--- src/rtl/fetch_unit.sv ---
// Instruction fetch stage: holds the PC, fetches words over a req/ack handshake,
// presents the instruction to decode and computes the next PC on consumption.
module fetch_unit #(
   parameter logic [31:0] RESET_PC = 32'h0000_0000
) (
   input  logic        clk,
   input  logic        rst_n,
   output logic        imem_req,
   output logic [31:0] imem_addr,
   input  logic        imem_ack,
   input  logic [31:0] imem_rdata,
   output logic [31:0] instr,
   output logic [5:0]  op_c,
   output logic        instr_valid,
   input  logic        advance,
   input  logic        branch,
   input  logic        zero,
   input  logic        j_c,
   output logic [31:0] pc,
   output logic [31:0] pc_plus4,
   output logic [31:0] instr_count
);

   localparam int unsigned XLEN = 32;
   localparam int unsigned OPW  = 6;

   typedef enum logic [1:0] {
      S_IDLE  = 2'd0,
      S_FETCH = 2'd1,
      S_HOLD  = 2'd2
   } state_e;

   state_e            state_q, state_d;
   logic [XLEN-1:0]   pc_q, pc_d;
   logic [XLEN-1:0]   instr_q, instr_d;
   logic [XLEN-1:0]   count_q, count_d;
   logic              req_q, req_d;
   logic              valid_q, valid_d;

   logic [XLEN-1:0]   pc_plus4_w;
   logic [XLEN-1:0]   br_off_w;
   logic [XLEN-1:0]   jmp_tgt_w;
   logic [XLEN-1:0]   next_pc_w;

   // Next-PC candidates, all relative to the instruction currently held
   assign pc_plus4_w = pc_q + XLEN'(4);
   assign br_off_w   = {{14{instr_q[15]}}, instr_q[15:0], 2'b00};
   assign jmp_tgt_w  = {pc_plus4_w[31:28], instr_q[25:0], 2'b00};

   always_comb begin
      next_pc_w = pc_plus4_w;
      if (j_c) begin
         next_pc_w = jmp_tgt_w;
      end else if (branch && zero) begin
         next_pc_w = pc_plus4_w + br_off_w;
      end
   end

   // State registers; handshake outputs are flops so reset clears them at once
   always_ff @(posedge clk or negedge rst_n) begin
      if (!rst_n) begin
         state_q <= S_IDLE;
         pc_q    <= RESET_PC;
         instr_q <= '0;
         count_q <= '0;
         req_q   <= 1'b0;
         valid_q <= 1'b0;
      end else begin
         state_q <= state_d;
         pc_q    <= pc_d;
         instr_q <= instr_d;
         count_q <= count_d;
         req_q   <= req_d;
         valid_q <= valid_d;
      end
   end

   always_comb begin
      state_d = state_q;
      pc_d    = pc_q;
      instr_d = instr_q;
      count_d = count_q;
      req_d   = 1'b0;
      valid_d = 1'b0;

      unique case (state_q)
         S_IDLE: begin
            state_d = S_FETCH;
         end
         S_FETCH: begin
            if (imem_ack) begin
               instr_d = imem_rdata;
               state_d = S_HOLD;
            end
         end
         S_HOLD: begin
            if (advance) begin
               pc_d    = next_pc_w;
               count_d = count_q + XLEN'(1);
               state_d = S_FETCH;
            end
         end
         default: begin
            state_d = S_IDLE;
         end
      endcase

      req_d   = (state_d == S_FETCH);
      valid_d = (state_d == S_HOLD);
   end

   assign imem_req    = req_q;
   assign imem_addr   = pc_q;
   assign instr       = instr_q;
   assign op_c        = instr_q[XLEN-1 -: OPW];
   assign instr_valid = valid_q;
   assign pc          = pc_q;
   assign pc_plus4    = pc_plus4_w;
   assign instr_count = count_q;

endmodule
--- config.mk ---
export PLATFORM = sky130hd
export DESIGN_NAME = fetch_unit
export DESIGN_NICKNAME = d
export VERILOG_FILES = /design/src/rtl/fetch_unit.sv
export SDC_FILE = /design/constraint.sdc
export NUM_CORES = 1
export LEC_CHECK = 0
export CORE_AREA = 8 8 162 164
export DETAILED_ROUTE_END_ITERATION = 6
export DIE_AREA = 0 0 170 172
export SYNTH_ARGS = -nofsm -noshare
export SYNTH_HDL_FRONTEND = slang
export SYNTH_SLANG_ARGS = --single-unit
--- constraint.sdc ---
create_clock -name clk -period 7.1 [get_ports clk]
set_input_delay 1.42 -clock clk [delete_from_list [all_inputs] [get_ports clk]]
set_output_delay 1.42 -clock clk [all_outputs]
set_load 0.05 [all_outputs]
==> impl_metrics.json, run 1 <==
{
  "port_buffers": 200,
  "synth-simple-area-share_pct": 18.2,
  "crit_type": "reg2out",
  "drc": 0,
  "tightest_slew_ns": 1.10,
  "clkLatencyLatePin_ns": 0.35,
  "reg2regPathDepth": 13,
  "nFillCells": 2494,
  "cp-end-kind": "primary output",
  "ff_latch_area_um2": 2450,
  "cts_sinks": 98,
  "min_to": "instr_count[31]$_DFFE_PN0P_",
  "track_usage_pct": 15.6,
  "synthMuxAreaShare_pct": 5.87,
  "core_area_um2": 23800,
  "path_cells": "ha_1 -> and4_1 -> nor4b_4 -> and2_1 -> and3_1 -> xor2_1 -> clkdlybuf4s50_1",
  "vias": 6360,
  "drv_cap": 0,
  "synth_edf_count": 0,
  "synth_top_family_by_area": "simple AND/OR/NAND/NOR gates",
  "synthDistinctLibCells": 71,
  "r2r_end": "imem_addr[27]$_DFFE_PN0P_",
  "grt_pass1_vias": 6351,
  "setup_tns_ns": 0,
  "dr.first_iter.drc_count": 463,
  "critPathLaunchType": "register",
  "die_w_um": 170,
  "cts.htree.levels": 3,
  "synth.top_cells.by_area": "dfrtp_1 (35%), xnor2_1 (7.0%), ha_1 (6.6%)",
  "finalWirelength_mm": 23.4,
  "yosys_most_used_dff": "dfrtp_1",
  "grt_pass1_wl_mm": 35.9,
  "critPathMaxStageDelay_ns": 0.84,
  "finalMaxSlewViolations": 0,
  "cp.required_ns": 5.68,
  "ctsResizeCount": 0,
  "synth_commonest_cells": "dfrtp_1 (98), nand2_1 (78), xnor2_1 (56)",
  "dr.pass1.iters": 4,
  "syn_area_um2": 7020,
  "syn-instance-count": 779,
  "slowest_stage": "clkdlybuf4s50_1",
  "clockBufferDepth": 2,
  "die-area_um2": 29200,
  "wl_per_cell_um": 18.7,
  "ioPinCount": 207,
  "numCtsBuffers": 9,
  "synth_top_cell_by_area": "dfrtp_1",
  "yosysSeqAreaShare_pct": 35.0,
  "status": "finished clean",
  "antenna_cells": 0,
  "synthAdderAreaFrac_pct": 6.88,
  "synthArstFlopShare_pct": 100,
  "crit_family": "simple AND/OR/NAND/NOR gates",
  "postCtsHoldBufs": 0,
  "syn_to_final_growth_pct": 33.5,
  "synth_most_common_cell": "dfrtp_1",
  "rows": 57,
  "multi_input_area_um2": 4070,
  "ys_ff_latch": 98,
  "timing.slew.headroom_pct": 26.8,
  "r2r_start": "imem_addr[2]$_DFFE_PN0P_",
  "grt_max_degree": 56,
  "rrSetupSlack_ns": 2.97,
  "cts_tree": "built",
  "drive_above_1_share_pct": 7.63,
  "crit_fanout": 8,
  "fin_crit_ns": 4.97,
  "finalHoldViolations": 0,
  "synth-compound-area-share_pct": 17.2,
  "fmax_mhz": 201,
  "place.gp.congestion": 0.895,
  "min-delay-start": "instr_count[31]$_DFFE_PN0P_",
  "initial_core_util_pct": 29.5,
  "routed_via_density": 5.07,
  "path_buf_inv": 1,
  "rsz0062_at_grt": "false",
  "clk_pin_slew_ns": 0.08,
  "syn_avg_cell_area_um2": 9.01,
  "yosys.area_share.xor_xnor_pct": 9.60,
  "finalNetCount": 1002,
  "place_hpwl_mm": 17.7,
  "finalSetupViolCount": 0,
  "skew_ns": 0.00942,
  "yosysTopAreaCellShare_pct": 35.0,
  "post_cts_buffers": 0,
  "crit_arrival_ns": 3.55,
  "die_h_um": 172,
  "antenna_found_initial": 0,
  "ant_nets": 0,
  "min_path_cells": 1,
  "ys_warn_count": 0,
  "period_share_pct": 70.0,
  "hold_class": "reg2reg",
  "grt-ovfl-total": 0,
  "cts-root-buf": "clkbuf_16"
}
metrics by stage:
stage | area [um2] | cells | worst slack, ns | hold slack [ns] | util, %
global placement | 9040 | 1238 | 2.61 | 0.462 | 38.0
floorplan | 7030 | 784 | 2.53 | 0.489 | -
finish | 9360 | 1254 | 2.13 | 0.478 | 39.3
global route | 9360 | 1254 | 1.93 | 0.506 | 39.3
CTS | 9360 | 1254 | 2.10 | 0.480 | 39.3
detailed placement | 9040 | 1238 | 2.53 | 0.465 | 38.0
worst max-delay path by stage:
stage	startpoint	to	cells past startpoint
final	imem_addr[2]$_DFFE_PN0P_	pc_plus4[30]	7
after global routing	imem_addr[2]$_DFFE_PN0P_	pc_plus4[28]	7
after CTS	imem_addr[2]$_DFFE_PN0P_	pc_plus4[30]	7
after detailed placement	imem_addr[2]$_DFFE_PN0P_	pc_plus4[30]	7
after global placement	imem_addr[2]$_DFFE_PN0P_	pc_plus4[30]	7
after floorplan	imem_addr[2]$_DFFE_PN0P_	imem_addr[30]$_DFFE_PN0P_	14
placed cells by master, fill, tap and decap left out, drive strengths merged, types with 21 or more instances in the layout:
master,instances
ha,37
nand3,32
dfrtp,98
nand2,79
o21ai,46
clkdlybuf4s50,199
nor2,53
a21oi,47
mux2,33
xnor2,57
nand4,21
cells by family (layout without fill, tap and decap cells):
kind of cell    after synthesis  in the layout
compound gates              185            185
buf+inv                      92            238
fa+ha+maj                    38             38
simple gates                252            252
xor+xnor                     76             76
flops                        98             98
other cells                   1              6
mux                          37             37
flip-flops by register name, summed over array words and instances, names as in the netlist:
name         count
instr           32
instr_count     32
imem_addr       30
state_q          2
imem_req         1
instr_valid      1
routing by layer:
metal  vias up  global-route usage [%]  part of all wire [%]
li1       3044                       -                     -
met1      3091                    20.1                    45
met2       200                    25.7                    47
met3        25                    3.47                   6.6
met4         0                    4.88                   1.8
met5         -                       0                     0
area by class of cell:
cell class / instances / share of cell area, %
clock inverters: 7 / 1.04
flip-flops and latches: 98 / 26.2
well taps: 324 / 4.33
inverters: 15 / 0.601
repair buffers: 207 / 21.9
multi-input cells: 594 / 43.5
clock buffers: 9 / 2.41
Power of run 1 is not shown: default switching activity piles up to over one toggle a cycle in this logic, so the estimate is an artifact.
==> inputs of run 2 (changes only) <==
Clock period 7.1 ns to 4.95 ns, I/O delays scaled along.
==> run 2 against run 1 <==
- first-iteration DRC count decreased by 17%
- clock skew about the same
- wire length decreased by 2.7%
- worst hold slack got worse by 0.00066 ns
- register-to-register slack got worse by 2.1 ns
- utilization about the same
- global-route usage decreased by 0.14 points
- non-clock buffer count increased by 2
- sequential share of layout area about the same
- critical endpoint unchanged
==> impl_metrics.json, run 2 (synthesis gave the netlist of run 1 again) <==
{
  "port_buffers": 200,
  "cts_sinks": 98,
  "clk_pin_slew_ns": 0.08,
  "cp.required_ns": 3.96,
  "setup_tns_ns": 0,
  "finalSetupViolCount": 0,
  "grt_max_degree": 72,
  "die_w_um": 170,
  "finalMaxSlewViolations": 0,
  "fin_crit_ns": 4.48,
  "hold_class": "reg2reg",
  "skew_ns": 0.00908,
  "rows": 57,
  "crit_fanout": 8,
  "finalNetCount": 1004,
  "crit_type": "reg2out",
  "status": "finished clean",
  "post_cts_buffers": 0,
  "clkLatencyLatePin_ns": 0.35,
  "drv_cap": 0,
  "routed_via_density": 5.09,
  "ioPinCount": 207,
  "rsz0062_at_grt": "false",
  "period_share_pct": 90.5,
  "initial_core_util_pct": 29.5,
  "ant_nets": 0,
  "drc": 0,
  "syn_to_final_growth_pct": 33.4,
  "critPathLaunchType": "register",
  "place_hpwl_mm": 17.4,
  "grt_pass1_wl_mm": 35.9,
  "crit_arrival_ns": 3.49,
  "wl_per_cell_um": 18.2,
  "cts_tree": "built",
  "postCtsHoldBufs": 0,
  "grt-ovfl-total": 0,
  "fin_util_pct": 39.3,
  "cp-end-kind": "primary output",
  "nFillCells": 2414,
  "clockBufferDepth": 2,
  "core_area_um2": 23800,
  "timing.slew.headroom_pct": 33.9,
  "final_cell_mix": "clkdlybuf4s50_1 (199), dfrtp_1 (98), nand2_1 (78)",
  "track_usage_pct": 15.4,
  "grt_pass1_vias": 6265,
  "vias": 6395,
  "cts-root-buf": "clkbuf_16",
  "cts.htree.levels": 3,
  "die-area_um2": 29200,
  "dr.pass1.iters": 5,
  "finalWirelength_mm": 22.8,
  "dr.first_iter.drc_count": 386,
  "drive_above_1_share_pct": 7.83,
  "finalHoldViolations": 0,
  "final_common_cell": "clkdlybuf4s50_1",
  "tightest_slew_ns": 0.991,
  "antenna_cells": 0,
  "ctsResizeCount": 0,
  "place.gp.congestion": 0.871,
  "antenna_found_initial": 0,
  "fmax_mhz": 223,
  "die_h_um": 172,
  "numCtsBuffers": 9
}
==> run 2: cell types whose count changed in the layout (fill, tap and decap cells not counted) <==
cell | previous run | this run
bufinv_16 | 1 | 0
inv_6 | 3 | 2
clkinv_4 | 1 | 2
buf_4 | 8 | 10
inv_8 | 0 | 1
==> run 2: final cells by class <==
type                    count  area (um2)  share of cell area, %
clock buffers               9         225                   2.41
inverters                  15        56.3                  0.602
well taps                 324         405                   4.33
multi-input cells         594        4070                   43.5
clock inverters             7        78.8                  0.842
flip-flops and latches     98        2450                   26.2
repair buffers            209        2070                   22.1
==> run 2: final timing paths <==
kind | end | slack [ns] | start | depth (start not counted)
min in group asynchronous | instr_count[31]$_DFFE_PN0P_ | 0.79 | rst_n | 1
hold / removal | instr_count[31]$_DFFE_PN0P_ | 0.48 | instr_count[31]$_DFFE_PN0P_ | 1
setup reg to reg | imem_addr[27]$_DFFE_PN0P_ | 0.88 | imem_addr[2]$_DFFE_PN0P_ | 13
setup / recovery | pc_plus4[30] | 0.47 | imem_addr[2]$_DFFE_PN0P_ | 7
hold reg to reg | instr_count[31]$_DFFE_PN0P_ | 0.48 | instr_count[31]$_DFFE_PN0P_ | 1
max in group asynchronous | instr_count[10]$_DFFE_PN0P_ | 3.21 | rst_n | 2
==> run 2: metrics by stage <==
stage	std cells	hold slack (ns)	setup slack (ns)	instance area, um2
floorplan	784	0.489	0.384	7030
global placement	1240	0.465	0.922	9050
detailed placement	1240	0.469	0.845	9050
CTS	1256	0.481	0.440	9360
global route	1256	0.516	0.218	9360
finish	1256	0.477	0.469	9360
==> run 2: per-layer routing <==
metal / global-route usage [%] / part of all wire [%] / up-vias / wire length, um
met3: 3.24 / 7.2 / 13 / 1650
met2: 25.8 / 48 / 225 / 10800
li1: - / - / 3049 / -
met4: 3.20 / 1.1 / 0 / 258
met1: 20.3 / 44 / 3108 / 10100
met5: 0 / 0 / - / 0
==> run 2: worst max-delay path, stage by stage, from the launching register on <==
cell and delay (ns):
dfrtp_1 0.47, ha_1 0.24, and4_1 0.35, nor4b_4 0.52, and2_1 0.28, and3_1 0.23
xor2_1 0.21, clkdlybuf4s50_1 0.84
Power of run 2 is left out for the same reason.
